--- src/rtl/lcd_write_sequencer_if.sv ---
// Purpose : groups the core-side LCD register with the board-side LCD pins and
//           sequencer status of lcd_write_sequencer.
// Latency : n/a (wiring only).
// Backpressure: none; the core polls busy/overrun instead of being stalled.
// Signals : io_lcd      - core LCD register ([7:0] DATA, [8] RS, [9] REQ toggle, [31] ON)
//           lcd_data/rs/rw/en/on - HD44780-style parallel pins
//           busy/init_done/overrun - sequencer status
interface lcd_write_sequencer_if;
  logic [31:0] io_lcd;
  logic [7:0]  lcd_data;
  logic        lcd_rs;
  logic        lcd_rw;
  logic        lcd_en;
  logic        lcd_on;
  logic        busy;
  logic        init_done;
  logic        overrun;

  // master: the core / register side that drives io_lcd
  modport master (
    output io_lcd,
    input  lcd_data, lcd_rs, lcd_rw, lcd_en, lcd_on, busy, init_done, overrun
  );

  // slave: the sequencer itself
  modport slave (
    input  io_lcd,
    output lcd_data, lcd_rs, lcd_rw, lcd_en, lcd_on, busy, init_done, overrun
  );
endinterface

--- src/rtl/lcd_write_sequencer.sv ---
// Purpose : turns toggle-style CPU writes to io_lcd into timed HD44780 write
//           cycles and runs the LCD power-on init sequence by itself.
// Latency : request toggle -> pending at next edge -> SETUP one cycle later when idle;
//           lcd_on follows io_lcd[31] with 1 cycle of latency.
// Backpressure: none upstream; one pending slot, a newer request overwrites it and
//           sets the sticky overrun flag; busy tells the core when to wait.
// Ports   : clk, rst (async, active-low), bus (lcd_write_sequencer_if.slave).
module lcd_write_sequencer #(
  parameter int unsigned PWRUP_CYC     = 750000,
  parameter int unsigned SETUP_CYC     = 4,
  parameter int unsigned EN_CYC        = 16,
  parameter int unsigned HOLD_CYC      = 4,
  parameter int unsigned EXEC_CYC      = 2000,
  parameter int unsigned LONG_EXEC_CYC = 80000
) (
  input  logic                 clk,
  input  logic                 rst,
  lcd_write_sequencer_if.slave bus
);

  // Counter sized for the longest interval so no interval can wrap.
  localparam int unsigned MAX_A   = (PWRUP_CYC > LONG_EXEC_CYC) ? PWRUP_CYC : LONG_EXEC_CYC;
  localparam int unsigned MAX_B   = (EXEC_CYC > EN_CYC) ? EXEC_CYC : EN_CYC;
  localparam int unsigned MAX_C   = (SETUP_CYC > HOLD_CYC) ? SETUP_CYC : HOLD_CYC;
  localparam int unsigned MAX_AB  = (MAX_A > MAX_B) ? MAX_A : MAX_B;
  localparam int unsigned MAX_CYC = (MAX_AB > MAX_C) ? MAX_AB : MAX_C;
  localparam int unsigned CNT_W   = $clog2(MAX_CYC + 1);

  localparam logic [CNT_W-1:0] PWRUP_LAST = CNT_W'(PWRUP_CYC - 1);
  localparam logic [CNT_W-1:0] SETUP_LAST = CNT_W'(SETUP_CYC - 1);
  localparam logic [CNT_W-1:0] EN_LAST    = CNT_W'(EN_CYC - 1);
  localparam logic [CNT_W-1:0] HOLD_LAST  = CNT_W'(HOLD_CYC - 1);
  localparam logic [CNT_W-1:0] EXEC_LAST  = CNT_W'(EXEC_CYC - 1);
  localparam logic [CNT_W-1:0] LONG_LAST  = CNT_W'(LONG_EXEC_CYC - 1);

  localparam logic [2:0] S_PWRUP = 3'd0;
  localparam logic [2:0] S_INIT  = 3'd1;
  localparam logic [2:0] S_IDLE  = 3'd2;
  localparam logic [2:0] S_SETUP = 3'd3;
  localparam logic [2:0] S_EN_HI = 3'd4;
  localparam logic [2:0] S_HOLD  = 3'd5;
  localparam logic [2:0] S_EXEC  = 3'd6;

  // Power-on init list: 8-bit/2-line, display on, clear, entry mode.
  function automatic logic [7:0] init_cmd(input logic [1:0] idx);
    case (idx)
      2'd0:    init_cmd = 8'h38;
      2'd1:    init_cmd = 8'h0C;
      2'd2:    init_cmd = 8'h01;
      default: init_cmd = 8'h06;
    endcase
  endfunction

  logic [2:0]       r_state;
  logic [CNT_W-1:0] r_cnt;
  logic [1:0]       r_init_idx;
  logic             r_req_prev;
  logic             r_pend_vld;
  logic             r_pend_rs;
  logic [7:0]       r_pend_dat;
  logic [7:0]       r_data;
  logic             r_rs;
  logic             r_en;
  logic             r_on;
  logic             r_busy;
  logic             r_init_done;
  logic             r_overrun;

  logic             w_req;
  logic             w_long_exec;
  logic [CNT_W-1:0] w_cnt_last;
  logic             w_cnt_done;
  logic [2:0]       w_state_nxt;
  logic [CNT_W-1:0] w_cnt_nxt;
  logic [1:0]       w_idx_nxt;
  logic [7:0]       w_data_nxt;
  logic             w_rs_nxt;
  logic             w_init_done_nxt;
  logic             w_dispatch;
  logic             w_pend_vld_nxt;
  logic             w_pend_rs_nxt;
  logic [7:0]       w_pend_dat_nxt;
  logic             w_overrun_nxt;
  logic             w_unused_io;

  // Only DATA, RS, REQ and ON carry meaning in the core register.
  assign w_unused_io = &{1'b0, bus.io_lcd[30:10]};

  // Clear (0x01) and return-home (0x02/0x03) need the long execution wait.
  assign w_long_exec = !r_rs && (r_data[7:2] == 6'd0) && (r_data[1:0] != 2'd0);

  always_comb begin
    case (r_state)
      S_PWRUP: w_cnt_last = PWRUP_LAST;
      S_SETUP: w_cnt_last = SETUP_LAST;
      S_EN_HI: w_cnt_last = EN_LAST;
      S_HOLD:  w_cnt_last = HOLD_LAST;
      S_EXEC:  w_cnt_last = w_long_exec ? LONG_LAST : EXEC_LAST;
      default: w_cnt_last = '0;
    endcase
  end

  assign w_cnt_done = (r_cnt == w_cnt_last);
  assign w_req      = bus.io_lcd[9] ^ r_req_prev;

  always_comb begin
    w_state_nxt     = r_state;
    w_cnt_nxt       = w_cnt_done ? '0 : r_cnt + CNT_W'(1);
    w_idx_nxt       = r_init_idx;
    w_data_nxt      = r_data;
    w_rs_nxt        = r_rs;
    w_init_done_nxt = r_init_done;
    w_dispatch      = 1'b0;

    case (r_state)
      S_PWRUP: begin
        if (w_cnt_done) begin
          w_state_nxt = S_SETUP;
          w_idx_nxt   = 2'd0;
          w_data_nxt  = init_cmd(2'd0);
          w_rs_nxt    = 1'b0;
        end
      end
      // Not on the normal path (init commands chain EXEC->SETUP directly);
      // if ever entered it resumes the init list at the current index.
      S_INIT: begin
        w_state_nxt = S_SETUP;
        w_data_nxt  = init_cmd(r_init_idx);
        w_rs_nxt    = 1'b0;
      end
      S_IDLE: begin
        if (r_pend_vld) begin
          w_dispatch  = 1'b1;
          w_state_nxt = S_SETUP;
          w_data_nxt  = r_pend_dat;
          w_rs_nxt    = r_pend_rs;
        end
      end
      S_SETUP: if (w_cnt_done) w_state_nxt = S_EN_HI;
      S_EN_HI: if (w_cnt_done) w_state_nxt = S_HOLD;
      S_HOLD:  if (w_cnt_done) w_state_nxt = S_EXEC;
      S_EXEC: begin
        if (w_cnt_done) begin
          // init_done still clear means we are walking the init list.
          if (!r_init_done && (r_init_idx != 2'd3)) begin
            w_state_nxt = S_SETUP;
            w_idx_nxt   = r_init_idx + 2'd1;
            w_data_nxt  = init_cmd(r_init_idx + 2'd1);
            w_rs_nxt    = 1'b0;
          end else begin
            w_state_nxt     = S_IDLE;
            w_init_done_nxt = 1'b1;
          end
        end
      end
      default: begin
        w_state_nxt = S_PWRUP;
        w_cnt_nxt   = '0;
      end
    endcase

    // One-deep pending slot; a request arriving in the dispatch cycle refills
    // the freed slot without counting as an overrun.
    w_pend_vld_nxt = r_pend_vld & ~w_dispatch;
    w_pend_rs_nxt  = r_pend_rs;
    w_pend_dat_nxt = r_pend_dat;
    w_overrun_nxt  = r_overrun;
    if (w_req) begin
      if (r_pend_vld && !w_dispatch) w_overrun_nxt = 1'b1;
      w_pend_vld_nxt = 1'b1;
      w_pend_rs_nxt  = bus.io_lcd[8];
      w_pend_dat_nxt = bus.io_lcd[7:0];
    end
  end

  always_ff @(posedge clk or negedge rst) begin
    if (!rst) begin
      r_state     <= S_PWRUP;
      r_cnt       <= '0;
      r_init_idx  <= 2'd0;
      r_req_prev  <= 1'b0;
      r_pend_vld  <= 1'b0;
      r_pend_rs   <= 1'b0;
      r_pend_dat  <= 8'h00;
      r_data      <= 8'h00;
      r_rs        <= 1'b0;
      r_en        <= 1'b0;
      r_on        <= 1'b0;
      r_busy      <= 1'b1;
      r_init_done <= 1'b0;
      r_overrun   <= 1'b0;
    end else begin
      r_state     <= w_state_nxt;
      r_cnt       <= w_cnt_nxt;
      r_init_idx  <= w_idx_nxt;
      r_req_prev  <= bus.io_lcd[9];
      r_pend_vld  <= w_pend_vld_nxt;
      r_pend_rs   <= w_pend_rs_nxt;
      r_pend_dat  <= w_pend_dat_nxt;
      r_data      <= w_data_nxt;
      r_rs        <= w_rs_nxt;
      r_en        <= (w_state_nxt == S_EN_HI);
      r_on        <= bus.io_lcd[31];
      r_busy      <= (w_state_nxt != S_IDLE) | w_pend_vld_nxt;
      r_init_done <= w_init_done_nxt;
      r_overrun   <= w_overrun_nxt;
    end
  end

  assign bus.lcd_data  = r_data;
  assign bus.lcd_rs    = r_rs;
  assign bus.lcd_rw    = 1'b0;
  assign bus.lcd_en    = r_en;
  assign bus.lcd_on    = r_on;
  assign bus.busy      = r_busy;
  assign bus.init_done = r_init_done;
  assign bus.overrun   = r_overrun;

endmodule
--- src/flat_wrapper.sv ---
// flat-port wrapper written by rule: the top's interface ports become plain ports
module lcd_write_sequencer_flat 
#(
  parameter int unsigned PWRUP_CYC     = 750000,
  parameter int unsigned SETUP_CYC     = 4,
  parameter int unsigned EN_CYC        = 16,
  parameter int unsigned HOLD_CYC      = 4,
  parameter int unsigned EXEC_CYC      = 2000,
  parameter int unsigned LONG_EXEC_CYC = 80000
)
  (clk, rst, bus_io_lcd, bus_lcd_data, bus_lcd_rs, bus_lcd_rw, bus_lcd_en, bus_lcd_on, bus_busy, bus_init_done, bus_overrun);
  lcd_write_sequencer_if bus_i ();
  input  logic clk;
  input  logic rst;
  input wire logic [$bits(bus_i.io_lcd)-1:0] bus_io_lcd;
  output wire logic [$bits(bus_i.lcd_data)-1:0] bus_lcd_data;
  output wire logic [$bits(bus_i.lcd_rs)-1:0] bus_lcd_rs;
  output wire logic [$bits(bus_i.lcd_rw)-1:0] bus_lcd_rw;
  output wire logic [$bits(bus_i.lcd_en)-1:0] bus_lcd_en;
  output wire logic [$bits(bus_i.lcd_on)-1:0] bus_lcd_on;
  output wire logic [$bits(bus_i.busy)-1:0] bus_busy;
  output wire logic [$bits(bus_i.init_done)-1:0] bus_init_done;
  output wire logic [$bits(bus_i.overrun)-1:0] bus_overrun;
  assign bus_i.io_lcd = bus_io_lcd;
  assign bus_lcd_data = bus_i.lcd_data;
  assign bus_lcd_rs = bus_i.lcd_rs;
  assign bus_lcd_rw = bus_i.lcd_rw;
  assign bus_lcd_en = bus_i.lcd_en;
  assign bus_lcd_on = bus_i.lcd_on;
  assign bus_busy = bus_i.busy;
  assign bus_init_done = bus_i.init_done;
  assign bus_overrun = bus_i.overrun;
  lcd_write_sequencer #(.PWRUP_CYC(PWRUP_CYC), .SETUP_CYC(SETUP_CYC), .EN_CYC(EN_CYC), .HOLD_CYC(HOLD_CYC), .EXEC_CYC(EXEC_CYC), .LONG_EXEC_CYC(LONG_EXEC_CYC)) u_core (.clk(clk), .rst(rst), .bus(bus_i));
endmodule
--- config.mk ---
export PLATFORM = sky130hd
export DESIGN_NAME = lcd_write_sequencer_flat
export DESIGN_NICKNAME = d
export VERILOG_FILES = /design/src/rtl/lcd_write_sequencer_if.sv /design/src/rtl/lcd_write_sequencer.sv /design/src/flat_wrapper.sv
export SDC_FILE = /design/constraint.sdc
export NUM_CORES = 1
export LEC_CHECK = 0
export CORE_MARGIN = 1
export CORE_UTILIZATION = 41
export DETAILED_ROUTE_END_ITERATION = 10
export DONT_BUFFER_PORTS = 1
export PLACE_DENSITY_LB_ADDON = 0.1
export RECOVER_POWER = 50
export SYNTH_ARGS = -nofsm -noshare
export SYNTH_HDL_FRONTEND = slang
export SYNTH_SLANG_ARGS = --single-unit
--- constraint.sdc ---
create_clock -name clk -period 3 [get_ports clk]
set_clock_uncertainty 0.2 [all_clocks]
set_input_delay 0.15 -clock clk [delete_from_list [all_inputs] [get_ports clk]]
set_output_delay 0.15 -clock clk [all_outputs]
set_load 0.02 [all_outputs]
==> results of run 1 <==
[what timing repair did]
action / CTS / global route
gates resized for setup: 0 / 1
endpoints found under the hold margin: 61 / 0
hold buffers: 13 / 0
endpoints found under the setup margin: 0 / 6
[worst paths after layout]
check,end,depth (start not counted)
worst max-delay path,u_core.bus.lcd_data[1],7
worst min-delay path,u_core.r_pend_vld,2
worst max register to register,u_core.bus.lcd_data[1],7
worst min register to register,u_core.r_pend_dat[5],2
max in group asynchronous,u_core.r_cnt[4],2
min in group asynchronous,u_core.bus.init_done,2
[through the flow]
stage	cell area, um^2	instances
finish	3160	395
floorplan	2760	292
CTS	3170	395
detailed placement	2920	374
global route	3160	395
global placement	2920	374
[metal layers]
layer	up-vias	track usage (%)
met5	-	0
met4	0	5.64
met3	7	3.76
met2	45	25.9
met1	990	26.9
li1	1054	-
[cells in the mapped netlist, drive strengths merged, types with 2 or more instances]
master	number	area, um^2
a21oi	6	30.0
a22oi	2	20.0
a31oi	3	18.8
and3	3	20.0
buf	7	50.0
clkbuf	7	26.3
dfrtp	49	1230
ha	9	113
inv	8	30.0
mux2	7	82.6
mux2i	7	70.1
nand2	48	183
nand2b	3	18.8
nand3	10	50.1
nand3b	2	15.0
nand4	7	43.8
nor2	34	128
nor2b	2	12.5
nor3	5	30.0
nor4	4	40.0
o211ai	4	30.0
o21ai	14	70.1
o21bai	3	22.5
o221ai	3	26.3
o22ai	2	26.3
or2	3	18.8
or4	2	15.0
xnor2	8	70.1
xor2	13	114
[layout make-up]
class,instances,area (um^2)
timing repair buffer,32,268
clock inverter,1,8.76
multi-input combinational,219,1400
tap,77,96.3
sequential,50,1250
fill,616,3260
clock buffer,7,96.3
inverter,9,33.8
[cell families (layout without fill, tap and decap cells)]
group	count (synthesis)	after routing	synth area share (%)
AO/OA/AOI/OAI	47	47	12.0
XOR/XNOR	21	21	6.67
flip-flops	50	50	45.4
buffers and inverters	23	49	3.99
other	1	1	0.136
AND/OR/NAND/NOR	127	127	22.2
multiplexers	14	14	5.53
adder cells (fa/ha/maj)	9	9	4.08
[state kept, by name, summed over array words and instances (netlist names)]
signal                flops
u_core.r_init_idx         2
u_core.r_pend_dat         8
u_core.r_pend_vld         1
u_core.r_pend_rs          1
u_core.bus.lcd_rs         1
u_core.bus.busy           1
u_core.bus.lcd_on         1
u_core.r_cnt             20
u_core.bus.lcd_en         1
u_core.r_state            3
u_core.r_req_prev         1
u_core.bus.overrun        1
u_core.bus.lcd_data       8
u_core.bus.init_done      1
[where the power goes]
group | switching (mW) | internal, mW
sequential | 0.0103 | 0.692
combinational | 0.0374 | 0.0230
clock | 0.230 | 0.212
==> reports/qor.yml, run 1 <==
status: "finished clean"
pre_cts_ws_ps: 148
hold_viol_final: 0
seq_area_frac_synth_pct: 45.4
die-area_um2: 7060
clk_path_buf_depth: 2
diodes: 0
insertion_delay_ps: 310
timing.hold.ws_ps: 5.82
clock_sinks: 50
holdCritStartpoint: "bus_io_lcd[9]"
synth_warnings: 0
rows: 29
cts_tree: "built"
numPortBuffers: 0
place.gp.congestion: 0.802
layout_common_cells: "dfrtp_1 (49), nand2_1 (47), nor2_1 (34)"
gr-total-overflow: 0
r2r-start: "u_core.bus.lcd_data[3]"
met3_wirelength_um: 250
io_pins: 49
tns_ps: 0
dp_hpwl_um: 4150
period_share_pct: 94.6
worst_setup_path_start_kind: "register"
antenna_found_initial: 0
post_route_cells_drive_above_1_share_pct: 15.1
cts_max_level: 2
syn_inst: 292
wl_met2_um: 2450
maxSlewHeadroom_pct: 17.8
layout_setup_ws_ps: 161
clkTransAtPathRegs_ps: 90
crit_family: "compound AO/OA/AOI/OAI gates"
vias: 2096
wire_per_inst_um: 14.8
wirelength_um: 5840
avgSynthCellArea_um2: 9.45
leakagePower_nw: 1.46
endpoint_kind: "register"
path_class: "reg -> reg"
maxCapViolations: 0
wl_met1_um: 3060
p_per_area_nw_per_um2: 382
grt_pass1_vias: 2028
core-area_um2: 6420
drc: 0
first_pass_iters: 4
min-delay-path-class: "in -> reg"
fmax_ghz: 0.352
slowest_delay_ps: 440
synth_fp_nets: 335
die_w_um: 84.0
drtIter0Drc: 133
worstMarginPinSlew_ps: 1230
area_growth_syn_to_layout_pct: 14.5
arrival_ps: 2840
rsz0062_at_grt: "false"
timing.critical_path.required_ps: 3000
synth_cell_types: 56
grt_pass1_wl_um: 10100
setup_viol: 0
final_nets: 360
worstPathCellList: "nor4_4 > a31oi_1 > or4_1 > a22oi_2 > a21oi_1 > o22ai_4 > mux2_2"
synth_edf_count: 0
numCtsBuffers: 5
highest_layer: "met4"
finalCoreUtilization_pct: 49.2
post_cts_buffers: 0
startpoint: "u_core.bus.lcd_data[3]"
ys_ff_latch: 50
synth.cell_area_um2: 2760
maxSlewViolCount: 0
synthFlopType: "dfrtp_1"
r2r_slack_ps: 160
grt_max_degree: 51
totalPowerFinal_mw: 1.20
cp.buffers_inverters: 0
die_h_um: 84.0
slowest_stage: "or4_1"
async_flop_share_pct: 100
post-route-min-period_ps: 2840
cts_root_buf: "clkbuf_8"
ant_nets: 0
track_usage_pct: 18.0
crit_fanout: 6
initial_core_util_pct: 43.0
peakVddDrop_uv: 198
via_per_inst: 5.31
layout_commonest_cell: "dfrtp_1"
(Power assumes the default switching activity.)
==> inputs of run 2 (changes only) <==
--- a/config.mk
+++ b/config.mk
@@ -5,11 +5,12 @@
 export SDC_FILE = /design/constraint.sdc
 export NUM_CORES = 1
 export LEC_CHECK = 0
+export CORE_ASPECT_RATIO = 0.7
 export CORE_MARGIN = 1
 export CORE_UTILIZATION = 41
 export DETAILED_ROUTE_END_ITERATION = 10
 export DONT_BUFFER_PORTS = 1
-export PLACE_DENSITY_LB_ADDON = 0.1
+export PLACE_DENSITY = 0.54
 export RECOVER_POWER = 50
 export SYNTH_ARGS = -nofsm -noshare
 export SYNTH_HDL_FRONTEND = slang
==> constraint.sdc (replaced) <==
create_clock -name clk -period 2.49 [get_ports clk]
set_clock_uncertainty 0.2 [all_clocks]
set_input_delay 0.1245 -clock clk [delete_from_list [all_inputs] [get_ports clk]]
set_output_delay 0.1245 -clock clk [all_outputs]
set_load 0.02 [all_outputs]
==> run 2 against run 1 <==
  * The run now ends with setup timing left
  * Register-to-register slack lost 300 ps
  * Worst hold slack gained 1.4 ps
  * Critical path depth up 1
  * First-iteration DRC count is 34% lower
  * Combinational power up 28%
  * Cell count grew 12%
  * Flip-flop and latch count is the same
  * Wire length up 17%
  * Worst setup slack worse by 300 ps
  * Sequential share of layout area fell by 4.4 points
  * Critical path type unchanged
  * Critical endpoint is now u_core.bus.lcd_data[4]
  * Highest routed layer unchanged
==> reports/qor.yml, run 2 (same netlist as run 1, synthesis figures left out) <==
worstMarginPinSlew_ps: 1260
worst_setup_path_start_kind: "register"
endpoint_kind: "register"
first_pass_iters: 4
track_usage_pct: 20.7
endpoint: "u_core.bus.lcd_data[4]"
swShare_pct: 22.3
reg2reg_to: "u_core.bus.lcd_data[4]"
insertion_delay_ps: 300
hold_viol_final: 0
timing.critical_path.required_ps: 2480
via_per_inst: 5.15
p_clk_share_pct: 37.3
leakagePower_nw: 1.64
die_h_um: 70.6
period_share_pct: 106
pre_cts_ws_ps: -152
final_nets: 392
io_pins: 49
clkTransAtPathRegs_ps: 90
p_int_mw: 1.14
numPortBuffers: 0
antenna_found_initial: 0
numCtsBuffers: 5
crit_fanout: 6
wire_per_inst_um: 15.5
layout_setup_ws_ps: -141
violations: "setup timing"
wirelength_um: 6820
diodes: 0
dpl.cell_count: 416
core-area_um2: 6370
regMostFlops: "u_core.r_cnt"
grt_max_degree: 51
final_cells: 441
maxSlewViolCount: 0
gr-total-overflow: 0
fmax_ghz: 0.380
clk_path_buf_depth: 2
vias: 2272
clock_sinks: 50
min-delay-path-class: "in -> reg"
cts_tree: "built"
path_class: "reg -> reg"
post_route_cells_drive_above_1_share_pct: 27.7
rsz0062_at_grt: "true"
maxCapViolations: 0
r2r_slack_ps: -140
grt_pass1_wl_um: 11200
grt_pass1_vias: 2145
p_comb_share_pct: 5.2
rows: 24
peakVddDrop_uv: 195
startpoint: "u_core.bus.lcd_data[3]"
status: "finished, violations left"
power_frac_seq_pct: 57.5
cts_max_level: 2
post-route-min-period_ps: 2630
die_w_um: 100
maxSlewHeadroom_pct: 16.2
dp_hpwl_um: 4830
drtIter0Drc: 88
cts_root_buf: "clkbuf_8"
layout_common_cells: "nand2_1 (47), dfrtp_1 (46), buf_4 (44)"
r2r-start: "u_core.bus.lcd_data[3]"
worst-r2r-cell-count: 8
power_switching_uw: 328
die-area_um2: 7070
drc: 0
ant_nets: 0
place.gp.congestion: 0.798
setup_viol: 9
largest_register_ffs: 20
layout_commonest_cell: "nand2_1"
initial_core_util_pct: 43.3
area_growth_syn_to_layout_pct: 29.2
p_per_area_nw_per_um2: 413
arrival_ps: 2620
## run 2: cell types whose count changed in the layout (fill, tap and decap cells not counted), moves of 2 or more
cell / change
a21oi_1: -2
a21oi_4: +2
buf_4: +25
buf_6: +5
dfrtp_1: -3
dfrtp_2: +3
nor2_1: -9
nor2_2: +4
nor2_4: +5
nor3_2: +2
## run 2: metrics by stage
| stage | TNS [ps] | hold WS (ps) | util [%] | cell area [um^2] | power (mW) |
|---|---|---|---|---|---|
| floorplan | -695 | -371 | - | 2770 | 0.896 |
| global placement | -2110 | -370 | 49.8 | 3170 | 0.908 |
| detailed placement | -2250 | -370 | 49.8 | 3170 | 0.910 |
| CTS | -937 | 12.4 | 54.8 | 3490 | 1.50 |
| global route | -6170 | 52.3 | 56.0 | 3560 | 1.54 |
| finish | -985 | 7.19 | 56.0 | 3560 | 1.47 |
## run 2: worst min path at each step
stage             startpoint                    to  slack [ps]  depth (start not counted)
2_1_floorplan            rst  u_core.bus.init_done        -370                          0
3_3_place_gp             rst    u_core.bus.overrun        -370                          0
3_5_place_dp             rst    u_core.bus.overrun        -370                          0
4_1_cts        bus_io_lcd[9]  u_core.r_pend_dat[1]          10                          3
5_1_grt        bus_io_lcd[9]  u_core.r_pend_dat[7]          50                          3
6_report       bus_io_lcd[9]  u_core.r_pend_dat[1]           7                          3
## run 2: power by group through the flow
stage	registers [mW]	logic [mW]	clock network [mW]
finish	0.847	0.0771	0.549
global route	0.851	0.0907	0.600
CTS	0.847	0.0838	0.568
detailed placement	0.863	0.0466	0
global placement	0.863	0.0447	0
floorplan	0.860	0.0360	0
## run 2: area by class of cell
cell class | count | area (um^2)
Fill cell | 632 | 2800
Multi-Input combinational cell | 219 | 1490
Sequential cell | 50 | 1260
Timing Repair Buffer | 64 | 557
Tap cell | 91 | 114
Clock buffer | 8 | 110
Inverter | 9 | 33.8
## run 2: critical path, cell delays in order (launching register included)
cell and delay [ps]:
dfrtp_2 430, nor4_4 280, a31oi_1 120, or4_1 430, a22oi_2 220, buf_6 150, a21oi_4 70, o22ai_4 250
mux2_2 370
## run 2: timing repair
action                     CTS  global route
hold buffers                13             0
hold endpoints to repair    63             0
gates resized for setup      5            24
pin swaps                    1             8
cloned                       1             1
setup endpoints to repair   30            36
buffers inserted             2             0
## run 2: routing by layer
layer	part of all wire, %	global-route usage [%]	vias up	wire length (um)
li1	-	-	1128	-
met1	57	35.5	1091	3860
met2	38	25.1	48	2570
met3	5.0	4.15	5	339
met4	0.67	4.83	0	46
met5	0	0	-	0
==> inputs of run 3 (changes only) <==
--- a/config.mk
+++ b/config.mk
@@ -5,6 +5,7 @@
 export SDC_FILE = /design/constraint.sdc
 export NUM_CORES = 1
 export LEC_CHECK = 0
+export ABC_AREA = 1
 export CORE_ASPECT_RATIO = 0.7
 export CORE_MARGIN = 1
 export CORE_UTILIZATION = 41
==> run 3 against run 2 <==
  * The flow now finishes without violations
  * Flip-flop and latch count unchanged
  * Area after synthesis increased by 12%
  * Combinational power decreased by 17%
  * Sequential share of layout area decreased by 1.9 points
  * Die area increased by 12%
  * Largest power group unchanged
==> reports/qor.yml, run 3 <==
post_route_cells_drive_above_1_share_pct: 21.4
period_share_pct: 94.1
gr-total-overflow: 0
synth_largest_area_cell: "dfrtp_1"
regMostFlops: "u_core.r_cnt"
layout_commonest_cell: "nand2_1"
avgSynthCellArea_um2: 7.60
initial_core_util_pct: 42.4
post-route-min-period_ps: 2340
synth.cell_area_um2: 3090
drtIter0Drc: 242
diodes: 0
leakagePower_nw: 1.81
first_pass_iters: 4
crit_fanout: 8
synth_cell_types: 41
layout_common_cells: "nand2_1 (97), nor2_1 (53), inv_1 (51)"
hold-path-cell-count: 1
grt_pass1_vias: 2551
layout_setup_ws_ps: 146
worst_setup_path_start_kind: "register"
die-area_um2: 7890
via_per_inst: 5.00
timing.critical_path.required_ps: 2550
ys_top_cells_by_count: "nand2_1 (100), nor2_1 (57), inv_1 (51), dfrtp_1 (49), nand3_1 (25)"
antenna_found_initial: 0
cts_max_level: 2
fmax_ghz: 0.427
core-area_um2: 7290
reg2reg_to: "u_core.bus.lcd_data[2]"
grt_pass1_wl_um: 12600
vias: 2804
drc: 0
synth_top_area_share_pct: 39.7
slowest_delay_ps: 450
tns_ps: 0
maxSlewViolCount: 0
dp_hpwl_um: 5700
synthFlopType: "dfrtp_1"
min-delay-path-class: "in -> reg"
endpoint_kind: "register"
arrival_ps: 2400
hold_viol_final: 0
worstMarginPinSlew_ps: 1300
io_pins: 49
cp.buffers_inverters: 4
maxCapViolations: 0
startpoint: "u_core.r_state[0]"
maxSlewHeadroom_pct: 13.3
largest_register_ffs: 20
clock_sinks: 50
p_per_area_nw_per_um2: 375
status: "finished clean"
numPortBuffers: 0
r2r_slack_ps: 150
die_h_um: 74.6
pre_cts_ws_ps: 5.50
setup_viol: 0
synth.area.top_cells: "dfrtp_1 (40%), nand2_1 (12%), nor2_1 (6.9%)"
ys_ff_latch: 50
final_nets: 505
area_growth_syn_to_layout_pct: 21.9
numCtsBuffers: 5
crit_family: "simple AND/OR/NAND/NOR gates"
syn_inst: 406
worstPathCellList: "inv_2 > nand2_2 > nor2_4 > buf_4 > nand4_1 > nand2_1 > nand3_1 > inv_2 > nand3_4 > buf_4 > o21ai_2 > nand4_1 > nand2_1"
seq_area_frac_synth_pct: 40.6
path_class: "reg -> reg"
r2r-start: "u_core.r_state[0]"
timing.hold.ws_ps: 164
synth_warnings: 0
place.gp.congestion: 0.889
track_usage_pct: 20.8
synth_most_common_cell: "nand2_1"
wirelength_um: 7720
clk_path_buf_depth: 2
holdCritStartpoint: "bus_io_lcd[31]"
clkTransAtPathRegs_ps: 100
rows: 26
hold_end: "u_core.bus.lcd_on"
slowest_stage: "dfrtp_2"
placed_area_um2: 3410
die_w_um: 106
final_cell_area_um2: 3760
peakVddDrop_uv: 268
synth_fp_nets: 449
synth_edf_count: 0
insertion_delay_ps: 310
cts_root_buf: "clkbuf_8"
ant_nets: 0
wire_per_inst_um: 13.8
grt_max_degree: 51
finalCoreUtilization_pct: 51.6
cts_tree: "built"
worst-r2r-cell-count: 13
async_flop_share_pct: 100
## run 3: cell count changes in the layout (fill, tap and decap cells not counted), moves of 6 or more
| cell | before | now |
|---|---|---|
| nand4_1 | 7 | 20 |
| nand3_1 | 10 | 24 |
| inv_1 | 8 | 51 |
| nand2_1 | 47 | 97 |
| nand2_2 | 0 | 7 |
| mux2i_1 | 7 | 0 |
| xnor2_1 | 8 | 2 |
| nor2_1 | 25 | 53 |
## run 3: worst max-delay path by stage
stage | end | slack, ps | cells after the start
6_report | u_core.bus.lcd_data[2] | 150 | 13
5_1_grt | u_core.bus.lcd_data[4] | -20 | 13
4_1_cts | u_core.r_cnt[17] | 40 | 14
2_1_floorplan | u_core.bus.lcd_data[7] | 260 | 12
3_5_place_dp | u_core.r_cnt[18] | 6 | 11
3_3_place_gp | u_core.r_cnt[18] | 10 | 11
## run 3: repair_timing
action	4_1_cts	5_1_grt
endpoints found under the setup margin	1	27
gates cloned	0	2
endpoints found under the hold margin	63	0
setup buffers	0	8
resized for setup	1	16
pin swaps	0	2
hold buffers	13	0
## run 3: worst register-to-register path, delay by kind of cell (launching register included)
kind,cells,cell delay (ps)
buffers and inverters,4,570
and+or+nand+nor,8,970
AOI/OAI and AO/OA,1,100
DFF,1,450
## run 3: final cells by class
| cell class | count | area, um^2 |
|---|---|---|
| sequential | 50 | 1260 |
| timing repair buffer | 54 | 433 |
| clock inverter | 3 | 25.0 |
| clock buffer | 5 | 68.8 |
| inverter | 57 | 214 |
| multi-input combinational | 294 | 1640 |
| tap | 98 | 123 |
| fill | 732 | 3520 |
## run 3: logic make-up after synthesis
group	Yosys count	share of synthesized area [%]
and+or+nand+nor	231	34.4
buffers and inverters	64	8.51
DFF	50	40.6
AOI/OAI and AO/OA	37	7.91
xor gates and xnor gates	11	3.73
adders and majority gates	9	3.65
muxes	3	1.09
other	1	0.121
## run 3: report_power, final
group	leakage, nW	switching [mW]	total [mW]	internal [mW]
clock network	0.0447	0.303	0.506	0.204
registers	0.643	0.00812	0.840	0.832
logic	1.12	0.0387	0.0642	0.0256
total	1.81	0.350	1.41	1.06
## run 3: stage by stage
step / power [mW] / cells
after floorplan: 0.882 / 406
after global placement: 0.887 / 530
after detailed placement: 0.888 / 530
after CTS: 1.44 / 551
after global routing: 1.48 / 561
final: 1.41 / 561
## run 3: layer usage
| layer | GRT usage (%) | routed length [um] | up-vias |
|---|---|---|---|
| li1 | - | - | 1424 |
| met5 | 0 | 0 | - |
| met4 | 4.17 | 57 | 0 |
| met1 | 34.7 | 4260 | 1296 |
| met3 | 4.12 | 561 | 7 |
| met2 | 26.4 | 2850 | 77 |
